<file path="config.mk">
export PLATFORM = sky130hd
export DESIGN_NAME = pc_bpred
export DESIGN_NICKNAME = d
export VERILOG_FILES = /design/src/rtl/pc_bpred.sv
export SDC_FILE = /design/constraint.sdc
export NUM_CORES = 1
export LEC_CHECK = 0
export CAP_MARGIN = 20
export CORE_ASPECT_RATIO = 1.2
export CORE_MARGIN = 2
export CORE_UTILIZATION = 40
export DETAILED_ROUTE_END_ITERATION = 7
export PLACE_DENSITY = 0.59
export SLEW_MARGIN = 25
export SYNTH_ARGS = -nofsm -noshare
export SYNTH_HDL_FRONTEND = slang
export SYNTH_SLANG_ARGS = --single-unit
</file>
<file path="constraint.sdc">
create_clock -name clk -period 3.2 [get_ports clk]
set_input_delay 0.64 -clock clk [delete_from_list [all_inputs] [get_ports clk]]
set_output_delay 0.64 -clock clk [all_outputs]
set_load 0.005 [all_outputs]
</file>
<file path="src/rtl/pc_bpred.sv">
// Fetch PC unit with a direct-mapped BTB and 2-bit saturating direction counters.
// Taken branches are redirected at fetch; EX resolution corrects mispredicts through flush.
module pc_bpred #(
  parameter int WIDTH     = 16,
  parameter int IDX_BITS  = 4,
  parameter int INC       = 2,
  parameter int RESET_VEC = 0,
  parameter int CNT_W     = 16
) (
  input  logic             clk,
  input  logic             rst,
  input  logic             en,
  output logic [WIDTH-1:0] addr,
  output logic [WIDTH-1:0] pc_nx,
  output logic             pred_taken,
  output logic [WIDTH-1:0] pred_target,
  input  logic             ex_valid,
  input  logic             ex_is_br,
  input  logic [WIDTH-1:0] ex_pc,
  input  logic             ex_taken,
  input  logic [WIDTH-1:0] ex_target,
  input  logic             ex_pred_taken,
  input  logic [WIDTH-1:0] ex_pred_target,
  output logic             flush,
  output logic [CNT_W-1:0] mispred_cnt
);

  localparam int               ENTRIES = 1 << IDX_BITS;
  localparam int               TAG_W   = WIDTH - IDX_BITS - 1;
  localparam logic [WIDTH-1:0] INC_W   = WIDTH'(INC);
  localparam logic [WIDTH-1:0] RST_PC  = WIDTH'(RESET_VEC);

  typedef enum logic [1:0] {
    SEL_FLUSH,
    SEL_HOLD,
    SEL_PRED,
    SEL_SEQ
  } pc_sel_e;

  // Predictor state: valid bits and counters are reset, tag/target arrays are not.
  logic [ENTRIES-1:0]      valid_q;
  logic [ENTRIES-1:0][1:0] ctr_q;
  logic [TAG_W-1:0]        tag_mem [ENTRIES];
  logic [WIDTH-1:0]        tgt_mem [ENTRIES];

  // ---------------------------------------------------------------------------
  // Fetch-side lookup (sees pre-update contents in a same-cycle update)
  // ---------------------------------------------------------------------------
  logic [IDX_BITS-1:0] idx;
  logic [TAG_W-1:0]    tag;
  logic                hit;

  assign idx         = addr[IDX_BITS:1];
  assign tag         = addr[WIDTH-1:IDX_BITS+1];
  assign hit         = valid_q[idx] & (tag_mem[idx] == tag);
  assign pred_taken  = hit & ctr_q[idx][1];
  assign pred_target = tgt_mem[idx];
  assign pc_nx       = addr + INC_W;

  // ---------------------------------------------------------------------------
  // Mispredict detection and corrected PC
  // ---------------------------------------------------------------------------
  logic             upd;
  logic             dir_mis;
  logic             tgt_mis;
  logic [WIDTH-1:0] fix_pc;

  assign upd     = ex_valid & ex_is_br;
  assign dir_mis = ex_taken != ex_pred_taken;
  assign tgt_mis = ex_taken & ex_pred_taken & (ex_target != ex_pred_target);
  assign flush   = upd & (dir_mis | tgt_mis);
  assign fix_pc  = ex_taken ? ex_target : ex_pc + INC_W;

  // ---------------------------------------------------------------------------
  // Next-PC selection: flush > stall > prediction > sequential
  // ---------------------------------------------------------------------------
  pc_sel_e          pc_sel;
  logic [WIDTH-1:0] addr_nx;

  // NOTE: every always_comb output gets a default first so no path can infer a latch.
  always_comb begin
    pc_sel = SEL_SEQ;
    if (flush)           pc_sel = SEL_FLUSH;
    else if (!en)        pc_sel = SEL_HOLD;
    else if (pred_taken) pc_sel = SEL_PRED;
  end

  always_comb begin
    addr_nx = pc_nx;
    unique case (pc_sel)
      SEL_FLUSH: addr_nx = fix_pc;
      SEL_HOLD:  addr_nx = addr;
      SEL_PRED:  addr_nx = pred_target;
      SEL_SEQ:   addr_nx = pc_nx;
      default:   addr_nx = pc_nx;
    endcase
  end

  // NOTE: sequential state uses non-blocking assignments so every flop samples pre-edge values.
  always_ff @(posedge clk or negedge rst) begin
    if (!rst) addr <= RST_PC;
    else      addr <= addr_nx;
  end

  // ---------------------------------------------------------------------------
  // Resolve-side predictor update
  // ---------------------------------------------------------------------------
  logic [IDX_BITS-1:0] ridx;
  logic [TAG_W-1:0]    rtag;
  logic                r_hit;
  logic [1:0]          ctr_upd;

  assign ridx  = ex_pc[IDX_BITS:1];
  assign rtag  = ex_pc[WIDTH-1:IDX_BITS+1];
  assign r_hit = valid_q[ridx] & (tag_mem[ridx] == rtag);

  always_comb begin
    ctr_upd = ctr_q[ridx];
    if (ex_taken) begin
      if (ctr_q[ridx] != 2'b11) ctr_upd = ctr_q[ridx] + 2'd1;
    end else begin
      if (ctr_q[ridx] != 2'b00) ctr_upd = ctr_q[ridx] - 2'd1;
    end
  end

  always_ff @(posedge clk or negedge rst) begin
    if (!rst) begin
      valid_q <= '0;
      ctr_q   <= {ENTRIES{2'b01}};
    end else if (upd) begin
      if (r_hit) begin
        ctr_q[ridx] <= ctr_upd;
      end else if (ex_taken) begin
        valid_q[ridx] <= 1'b1;
        ctr_q[ridx]   <= 2'b10;
      end
    end
  end

  // NOTE: tag/target arrays carry no reset; an entry is only read as a hit once its valid bit is set.
  always_ff @(posedge clk) begin
    if (upd && ex_taken) begin
      tgt_mem[ridx] <= ex_target;
      if (!r_hit) tag_mem[ridx] <= rtag;
    end
  end

  // ---------------------------------------------------------------------------
  // Saturating mispredict counter
  // ---------------------------------------------------------------------------
  always_ff @(posedge clk or negedge rst) begin
    if (!rst)                             mispred_cnt <= '0;
    else if (flush && mispred_cnt != '1)  mispred_cnt <= mispred_cnt + CNT_W'(1);
  end

endmodule

</file>
== Yosys cells after proc, flatten, opt, wreduce, memory -nomap -nowiden ==
Memories as Yosys holds them, arrays and structs flattened.
Cells that the tools add are included.

* Register bits: 80
* RAM bits: 432
* Output and inout port bits: 66
* Word-level logic and storage cells: 87
* Memories: 2

{| class="wikitable"
|+ Memories
! name !! depth !! width !! read ports !! clocked after memory_dff !! write ports !! RTL line !! RTL
|-
| tgt_mem || 16 || 16 || 1 || 0 || 1 || 44 || <nowiki>logic [WIDTH-1:0] tgt_mem [ENTRIES];</nowiki>
|-
| tag_mem || 16 || 11 || 2 || 0 || 1 || 43 || <nowiki>logic [TAG_W-1:0] tag_mem [ENTRIES];</nowiki>
|}

* $add $sub $neg: 5
* Order comparisons: 3
* Eq/ne operators: 9
* Mux-type cells: 28
* Bitwise gates (word level): 13
* Reductions and logical operators: 8

{| class="wikitable"
|+ Operators by type and width
! operator !! number
|-
| $mux 32 || 2
|-
| $pmux 16 s3 || 1
|-
| $add 16x2->16 const B || 2
|-
| $bwmux 32 || 1
|-
| $or 16x16->16 || 2
|-
| $eq 11x11->1 || 2
|-
| $add 16x1->16 const B || 1
|-
| $and 16x16->16 || 1
|-
| $bmux 2 s4 || 2
|-
| $mux 16 || 1
|-
| $mux 2 || 8
|-
| $ne 16x16->1 || 1
|-
| $ne 16x16->1 const B || 1
|-
| $not 16->16 || 1
|-
| $lt 4x5->1 const B || 2
|-
| $mux 1 || 9
|-
| $bmux 1 s4 || 2
|-
| $demux 2 s4 || 1
|-
| $and 1x1->1 || 7
|-
| $demux 1 s4 || 1
|-
| $eq 2x2->1 const B || 2
|-
| $ge 4x1->1 const B || 1
|-
| $reduce_bool 2->1 || 2
|-
| $logic_and 1x1->1 || 3
|-
| other kinds (10) || 10
|}

== Depth between registers and ports, before layout ==
Gate-level depths: netlist (run 1).

* Depth in word-level cells: 9
* Depth in mapped cells: 13

== Worst setup path before layout (run 1) ==
No wires, ideal clock.

* Path kind: input -> register
* From: input port ex_pc[2]
* To: memory tag_mem[10][0] (netlist bit) (enable)
* Library setup time: 0.379 ns
* Arrival: 3.240 ns
* Required time: 2.821 ns
* Setup slack: -0.419 ns
* Stages on the path: 9
* Cell sequence: buf_2 > buf_2 > mux4_2 > mux4_2 > xnor2_1 > nand4_1 > nor3_2 > buf_4 > nor2_1

* Cells in the longest elaborated chain, start to end: 6

{| class="wikitable"
|+ Ends and longest elaborated chain
! element !! RTL line !! RTL
|-
| from (decl) || 19 || <nowiki>input logic [WIDTH-1:0] ex_pc,</nowiki>
|-
| $mem_v2 16x11 / $bmux 1 s4 (equally long branches) || - ||
|-
| $eq 11x11->1 / $mux 1 (equally long branches) || 115 || <nowiki>assign r_hit = valid_q[ridx] & (tag_mem[ridx] == rtag);</nowiki>
|-
| $and 1x1->1 || 115 ||
|-
| $mux 1 || 144 || <nowiki>if (!r_hit) tag_mem[ridx] <= rtag;</nowiki>
|-
| $mux 1 || 142 || <nowiki>if (upd && ex_taken) begin</nowiki>
|-
| $mux 1 (not written as such) || 144 ||
|-
| to (decl) || 43 ||
|}

Parallel ways exist; a longest one is shown, timed or not. The select of a mux whose other input is x is not followed.

== Final worst setup path (run 1) ==
* From: register addr[1]
* To: output port pred_taken

* Cells in the longest elaborated chain, start to end: 4

{| class="wikitable"
|+ Ends and longest elaborated chain
! element !! RTL line !! RTL
|-
| from (decl) || 13 || <nowiki>output logic [WIDTH-1:0] addr,</nowiki>
|-
| from (signal assigned) || 102 || <nowiki>else addr <= addr_nx;</nowiki>
|-
| $mem_v2 16x11 / $bmux 1 s4 (equally long branches) || - ||
|-
| $eq 11x11->1 / $mux 1 (equally long branches) || 55 || <nowiki>assign hit = valid_q[idx] & (tag_mem[idx] == tag);</nowiki>
|-
| $and 1x1->1 || 55 ||
|-
| $and 1x1->1 (*) || 56 || <nowiki>assign pred_taken = hit & ctr_q[idx][1];</nowiki>
|-
| to (decl) || 15 || <nowiki>output logic pred_taken,</nowiki>
|}

Mark *: on every way between the ends. The rest lies on a longest branch, timed or not. The select of a mux whose other input is x is not followed.

==> results of run 1 <==
## cell type report
class	count	area [sq um]	area share, %
Sequential cell	512	15000	49.7
Multi-Input combinational cell	740	8340	27.7
Timing Repair Buffer	417	4140	13.7
Clock buffer	64	1350	4.46
Tap cell	742	928	3.08
Clock inverter	32	223	0.738
Inverter	45	174	0.577
## worst paths after layout
path                               start               to  slack, ps  cells past startpoint
max                              addr[1]       pred_taken       -840                      9
min                                  rst        ctr_q[27]         90                      1
max reg2reg                      addr[1]          addr[9]       -370                     12
min reg2reg                     ctr_q[6]         ctr_q[6]        480                      2
max in group asynchronous            rst        ctr_q[30]       2390                      2
min in group clk           ex_target[14]  tgt_mem[11][14]        400                      2
## routing by layer
| layer | vias up | wire [um] | part of all wire (%) |
|---|---|---|---|
| li1 | 6290 | - | - |
| met1 | 7855 | 28100 | 38 |
| met2 | 755 | 38100 | 51 |
| met3 | 163 | 5360 | 7.2 |
| met4 | 0 | 3060 | 4.1 |
| met5 | - | 0 | 0 |
## critical path, cell delays in order, from the launching register on
cell and delay, ps:
dfrtp_4 540, buf_4 150, buf_4 140, mux4_1 690, nor2_1 190, o31ai_2 80
a2111o_1 340, a2111oi_4 390, buf_6 190, buf_6 100
## flip-flops by register name, indices dropped and copies added (netlist names)
register     count
tag_mem        176
tgt_mem        256
addr            16
mispred_cnt     16
ctr_q           32
valid_q         16
## power by group
part / switching (mW) / total [mW] / internal, mW
Combinational: 2.85 / 6.02 / 3.17
Sequential: 0.284 / 7.73 / 7.45
Clock: 2.57 / 5.72 / 3.15
## cells in the final DEF (no fill, tap or decap), types with 29 or more instances in the layout
cell type	count
inv_1	35
xor2_1	29
nor2_1	48
dfrtp_1	61
buf_12	40
clkbuf_16	54
edfxtp_1	432
clkdlybuf4s50_1	106
mux4_2	173
mux2i_1	73
nand2_1	86
xnor2_1	43
buf_4	240
## stage by stage
step,instances,cell area [sq um]
after floorplan,1364,23700
after global placement,2407,27600
after detailed placement,2407,27600
after CTS,2523,29700
after global routing,2552,30200
final,2552,30200
## timing repair
item / 4_1_cts / 5_1_grt
endpoints found under the setup margin: 272 / 271
cloned: 13 / 2
pin swaps: 17 / 17
setup buffers: 7 / 27
gates resized for setup: 75 / 27
## cells in the mapped netlist, types with 3 or more instances
cell and number:
nand2b_1 3, mux2_2 7, buf_6 4, xnor2_1 48, a22o_1 5, o22ai_1 6, and4_1 4, buf_2 14
dfstp_2 16, buf_12 3, o211ai_1 6, nor4_1 11, o21ai_1 4, edfxtp_1 432, nor3_1 14, nand3_1 23
inv_2 4, a31oi_1 4, ha_1 7, clkinv_1 4, and3_1 14, or2_2 16, o21ai_0 14, mux2i_1 83
mux4_1 12, o31ai_1 7, mux4_2 169, a21oi_1 23, inv_1 36, buf_4 10, nor2_1 65, a221oi_1 7
buf_1 11, dfrtp_1 64, nand2_1 86, nand4_1 24, xor2_1 31, clkbuf_1 34
## cell families after synthesis
| logic type | count (synthesis) | synth area share, % |
|---|---|---|
| multiplexers | 272 | 21.5 |
| flip-flops | 512 | 64.0 |
| buffers and inverters | 121 | 2.52 |
| AND/OR/NAND/NOR | 271 | 5.54 |
| XOR/XNOR | 79 | 2.95 |
| adder cells (fa/ha/maj) | 9 | 0.459 |
| AO/OA/AOI/OAI | 100 | 3.02 |
==> flow_metrics.tcl, run 1 <==
set metrics [dict create \
    path_max_fanout 7 \
    peakVddDrop_mv 0.438 \
    grt_first_pass_wirelength_mm 108 \
    ys_seq_area_share_pct 64.0 \
    fp.dieW_um 225 \
    via_per_inst 5.90 \
    syn-instance-count 1364 \
    root_buffer "clkbuf_16" \
    finalPower_mw 19.5 \
    numCtsBuffers 52 \
    status "complete, but fails checks" \
    violations "setup timing" \
    synth_ff_type "edfxtp_1" \
    synth_top_area_share_pct 55.4 \
    fmax_mhz 247 \
    drv_slew 0 \
    htree_levels 2 \
    synth_edf_count 432 \
    fin_util_pct 51.9 \
    grt_setup_unrepaired "yes" \
    yosysWarnings 0 \
    setup_viol 46 \
    finalWirelength_mm 74.7 \
    place_congestion 0.935 \
    drive_above_1_share_pct 36.5 \
    synth_nets 1426 \
    n_antenna_cell 0 \
    dp_hpwl_mm 49.2 \
    fin_worst_skew_ps 20.6 \
    clk_latency_ps 610 \
    yosys-top-cells-area "edfxtp_1 55%, mux4_2 16%, dfrtp_1 6.8%, mux2i_1 3.5%, dfstp_2 1.8%" \
    syn_area_sq_um 23400 \
    crit_arrival_ps 3400 \
    tightest_slew_ps 760 \
    fin_nets 1830 \
    io_buffer_count 120 \
    grtUsageMet3_pct 2.82 \
    wire_per_inst_um 29.3 \
    postSynth.asyncResetShare_pct 15.6 \
    drt-pass1-iter-count 7 \
    nFillCells 4740 \
    post-route-period-util_pct 126 \
    gr-usage-met1_pct 32.3 \
    grt_max_degree 53 \
    track_usage_pct 24.9 \
    die_h_um 269 \
    finalCriticalPeriod_ps 4040 \
    p_per_area_nw_per_um2 646 \
    antenna_found_initial 0 \
    grt_pass1_vias 15500 \
    use_met2_pct 42.9 \
    cap_violations 0 \
    ant_nets 0 \
    syn_avg_cell_area_sq_um 17.2 \
    cts.sinks 512 \
    tns_ps -22470 \
    crit_type "reg -> out" \
    overflow 0 \
    rows 97 \
    fin_ws_ps -843 \
    hold_viol 0 \
    route.vias.total 15100 \
    synth_cell_types 69 \
    initial_utilization_pct 40.3 \
    drc 0 \
    synth-seq-cells 512 \
    leakagePower_nw 11.0 \
    relSlewSlack_pct 49.3 \
    post-place-ws_ps -800 \
    worst_ep_required_time_ps 2560 \
    hp-class "in -> async" \
    worst_setup_path_end_kind "primary output" \
    fp.dieArea_sq_um 60500 \
    clk_pin_slew_worst_paths_ps 60 \
    drt_iter0_markers 1542 \
    fin_hold_ws_ps 93.8 \
    cts_tree "done" \
    io_pins 121 \
    hold_buffers 0 \
    syn2layout_area_growth_pct 28.7 \
    busiest_layer "met2" \
    core_sq_um 58100 \
    synth_top_cell_by_area "edfxtp_1" \
    cts_buffer_depth 3 \
    critPathLaunchType "register" \
]
Power figures use the tool's default switching activity.
==> inputs of run 2 (changes only) <==
DONT_BUFFER_PORTS = 1   (was not set)
PLACE_DENSITY = 0.56   (was 0.59)
RECOVER_POWER = 25   (was not set)
==> run 2 against run 1 <==
The run still ends with setup timing left. Highest routed layer is now met5. Combinational power down 14%. Global-route usage down 1.6 points. First-iteration DRC count down 23%. Largest power group unchanged. Register-to-register slack worse by 20 ps.
==> flow_metrics.tcl, run 2 (synthesis gave the netlist of run 1 again) <==
set metrics [dict create \
    grt_pass1_vias 14300 \
    grt_first_pass_wirelength_mm 101 \
    clock_power_share_pct 33.0 \
    route.vias.total 13700 \
    initial_utilization_pct 40.3 \
    tns_ps -10530 \
    core_sq_um 58100 \
    fin_nets 1568 \
    relSlewSlack_pct 47.1 \
    leakagePower_nw 9.97 \
    rows 97 \
    path_max_fanout 5 \
    mostFrequentLayoutCell "edfxtp_1" \
    finalPower_mw 19.4 \
    track_usage_pct 23.3 \
    multi_input_area_sq_um 8330 \
    place_congestion 0.880 \
    overflow 0 \
    netSwitchingPower_mw 5.55 \
    cts_tree "done" \
    fmax_mhz 250 \
    layout_common_cells "432 x edfxtp_1, 172 x mux4_2, 94 x buf_4" \
    setup_viol 42 \
    peakVddDrop_mv 0.446 \
    via_per_inst 5.96 \
    pwr-share-seq_pct 40.3 \
    tightest_slew_ps 794 \
    crit_arrival_ps 3360 \
    dp.cells 2148 \
    crit_slowest_cell "mux4_1" \
    crit_type "reg -> out" \
    finalWirelength_mm 69.8 \
    drc 0 \
    critPathLaunchType "register" \
    fp.dieArea_sq_um 60500 \
    drt-pass1-iter-count 7 \
    cts_buffer_depth 3 \
    io_buffer_count 0 \
    largest_register "tgt_mem" \
    syn2layout_area_growth_pct 20.7 \
    grt_max_degree 81 \
    cts.sinks 512 \
    busiest_layer "met2" \
    hold_viol 0 \
    drt_iter0_markers 1184 \
    violations "setup timing" \
    fin_ws_ps -803 \
    hp-class "in -> reg" \
    ant_nets 0 \
    post-route-period-util_pct 125 \
    io_pins 121 \
    layout.cells.non_filler 2291 \
    pwr-share-comb_pct 26.7 \
    rrSetupSlack_ps -390 \
    status "complete, but fails checks" \
    reg.largest.list "tgt_mem x256, tag_mem x176, ctr_q x32" \
    wire_per_inst_um 30.4 \
    nFillCells 4795 \
    fin_worst_skew_ps 16.2 \
    dp_hpwl_mm 44.9 \
    cap_violations 0 \
    use_met2_pct 39.3 \
    gr-usage-met1_pct 29.6 \
    die_h_um 269 \
    root_buffer "clkbuf_16" \
    fp.dieW_um 225 \
    p_sw_share_pct 28.7 \
    grtUsageMet3_pct 6.17 \
    worst_ep_required_time_ps 2560 \
    n_antenna_cell 0 \
    max_stage_delay_ps 560 \
    p_int_mw 13.8 \
    finalCriticalPeriod_ps 4000 \
    clk_pin_slew_worst_paths_ps 60 \
    cp_top_family "buffers and inverters" \
    path_buf_inv 5 \
    regArea_sq_um 15000 \
    drive_above_1_share_pct 34.5 \
    grt_setup_unrepaired "yes" \
    largest_reg_flops 256 \
    htree_levels 2 \
    post-place-ws_ps -329 \
    cp_cell_sequence "buf_12, buf_6, buf_4, mux4_1, nand2b_4, a21oi_2, nor3_1, nand4bb_4, a2111oi_4, buf_4, buf_12" \
    p_per_area_nw_per_um2 684 \
    worst_setup_path_end_kind "primary output" \
    antenna_found_initial 1 \
    numCtsBuffers 52 \
    clk_latency_ps 610 \
    fin_util_pct 48.7 \
    drv_slew 0 \
]
run 2: cell types whose count changed in the layout (fill, tap and decap cells not counted), moves of 5 or more:
cell,change
bufinv_16,+6
buf_4,-146
clkinv_1,-8
buf_16,+6
dlymetal6s2s_1,-5
clkdlybuf4s50_1,-106
run 2: path summary, 6_finish.rpt:
| kind | from | endpoint | depth (start not counted) |
|---|---|---|---|
| max | addr[1] | pred_taken | 11 |
| max reg2reg | addr[1] | addr[10] | 16 |
| min in group asynchronous | rst | ctr_q[3] | 2 |
| min reg2reg | ctr_q[4] | ctr_q[4] | 2 |
| max in group asynchronous | rst | addr[1] | 2 |
| min | ex_target[15] | tgt_mem[4][15] | 0 |
run 2: power by group through the flow:
stage	Combinational (mW)	Clock [mW]	Sequential, mW
finish	5.17	6.38	7.80
global route	5.46	6.75	7.82
CTS	5.02	6.50	7.78
detailed placement	4.26	0	7.94
global placement	4.23	0	7.94
floorplan	2.79	0	7.73
run 2: through the flow:
step | cell area [sq um] | hold WS [ps]
global route | 28300 | 99.2
finish | 28300 | 125
CTS | 28000 | 95.4
global placement | 25300 | 349
detailed placement | 25300 | 349
floorplan | 23700 | 344
run 2: repair_timing:
item	CTS	global route
resized for setup	102	33
hold endpoints to repair	80	0
pin swaps	15	22
hold buffers	2	0
gates cloned	10	1
buffers inserted	23	13
endpoints found under the setup margin	45	94
run 2: area by class of cell:
class / count / share of cell area (%)
clock buffers: 65 / 4.88
clock inverters: 32 / 1.42
inverters: 45 / 0.628
multi-input cells: 732 / 29.4
flip-flops and latches: 512 / 53.0
well taps: 742 / 3.28
repair buffers: 163 / 7.29
run 2: per-layer routing:
| layer | share of wire (%) | up-vias | wire (um) |
|---|---|---|---|
| met5 | 0.014 | - | 10 |
| met3 | 8.5 | 126 | 5920 |
| met1 | 38 | 7230 | 26800 |
| li1 | - | 5754 | - |
| met2 | 50 | 540 | 35100 |
| met4 | 2.9 | 2 | 2020 |
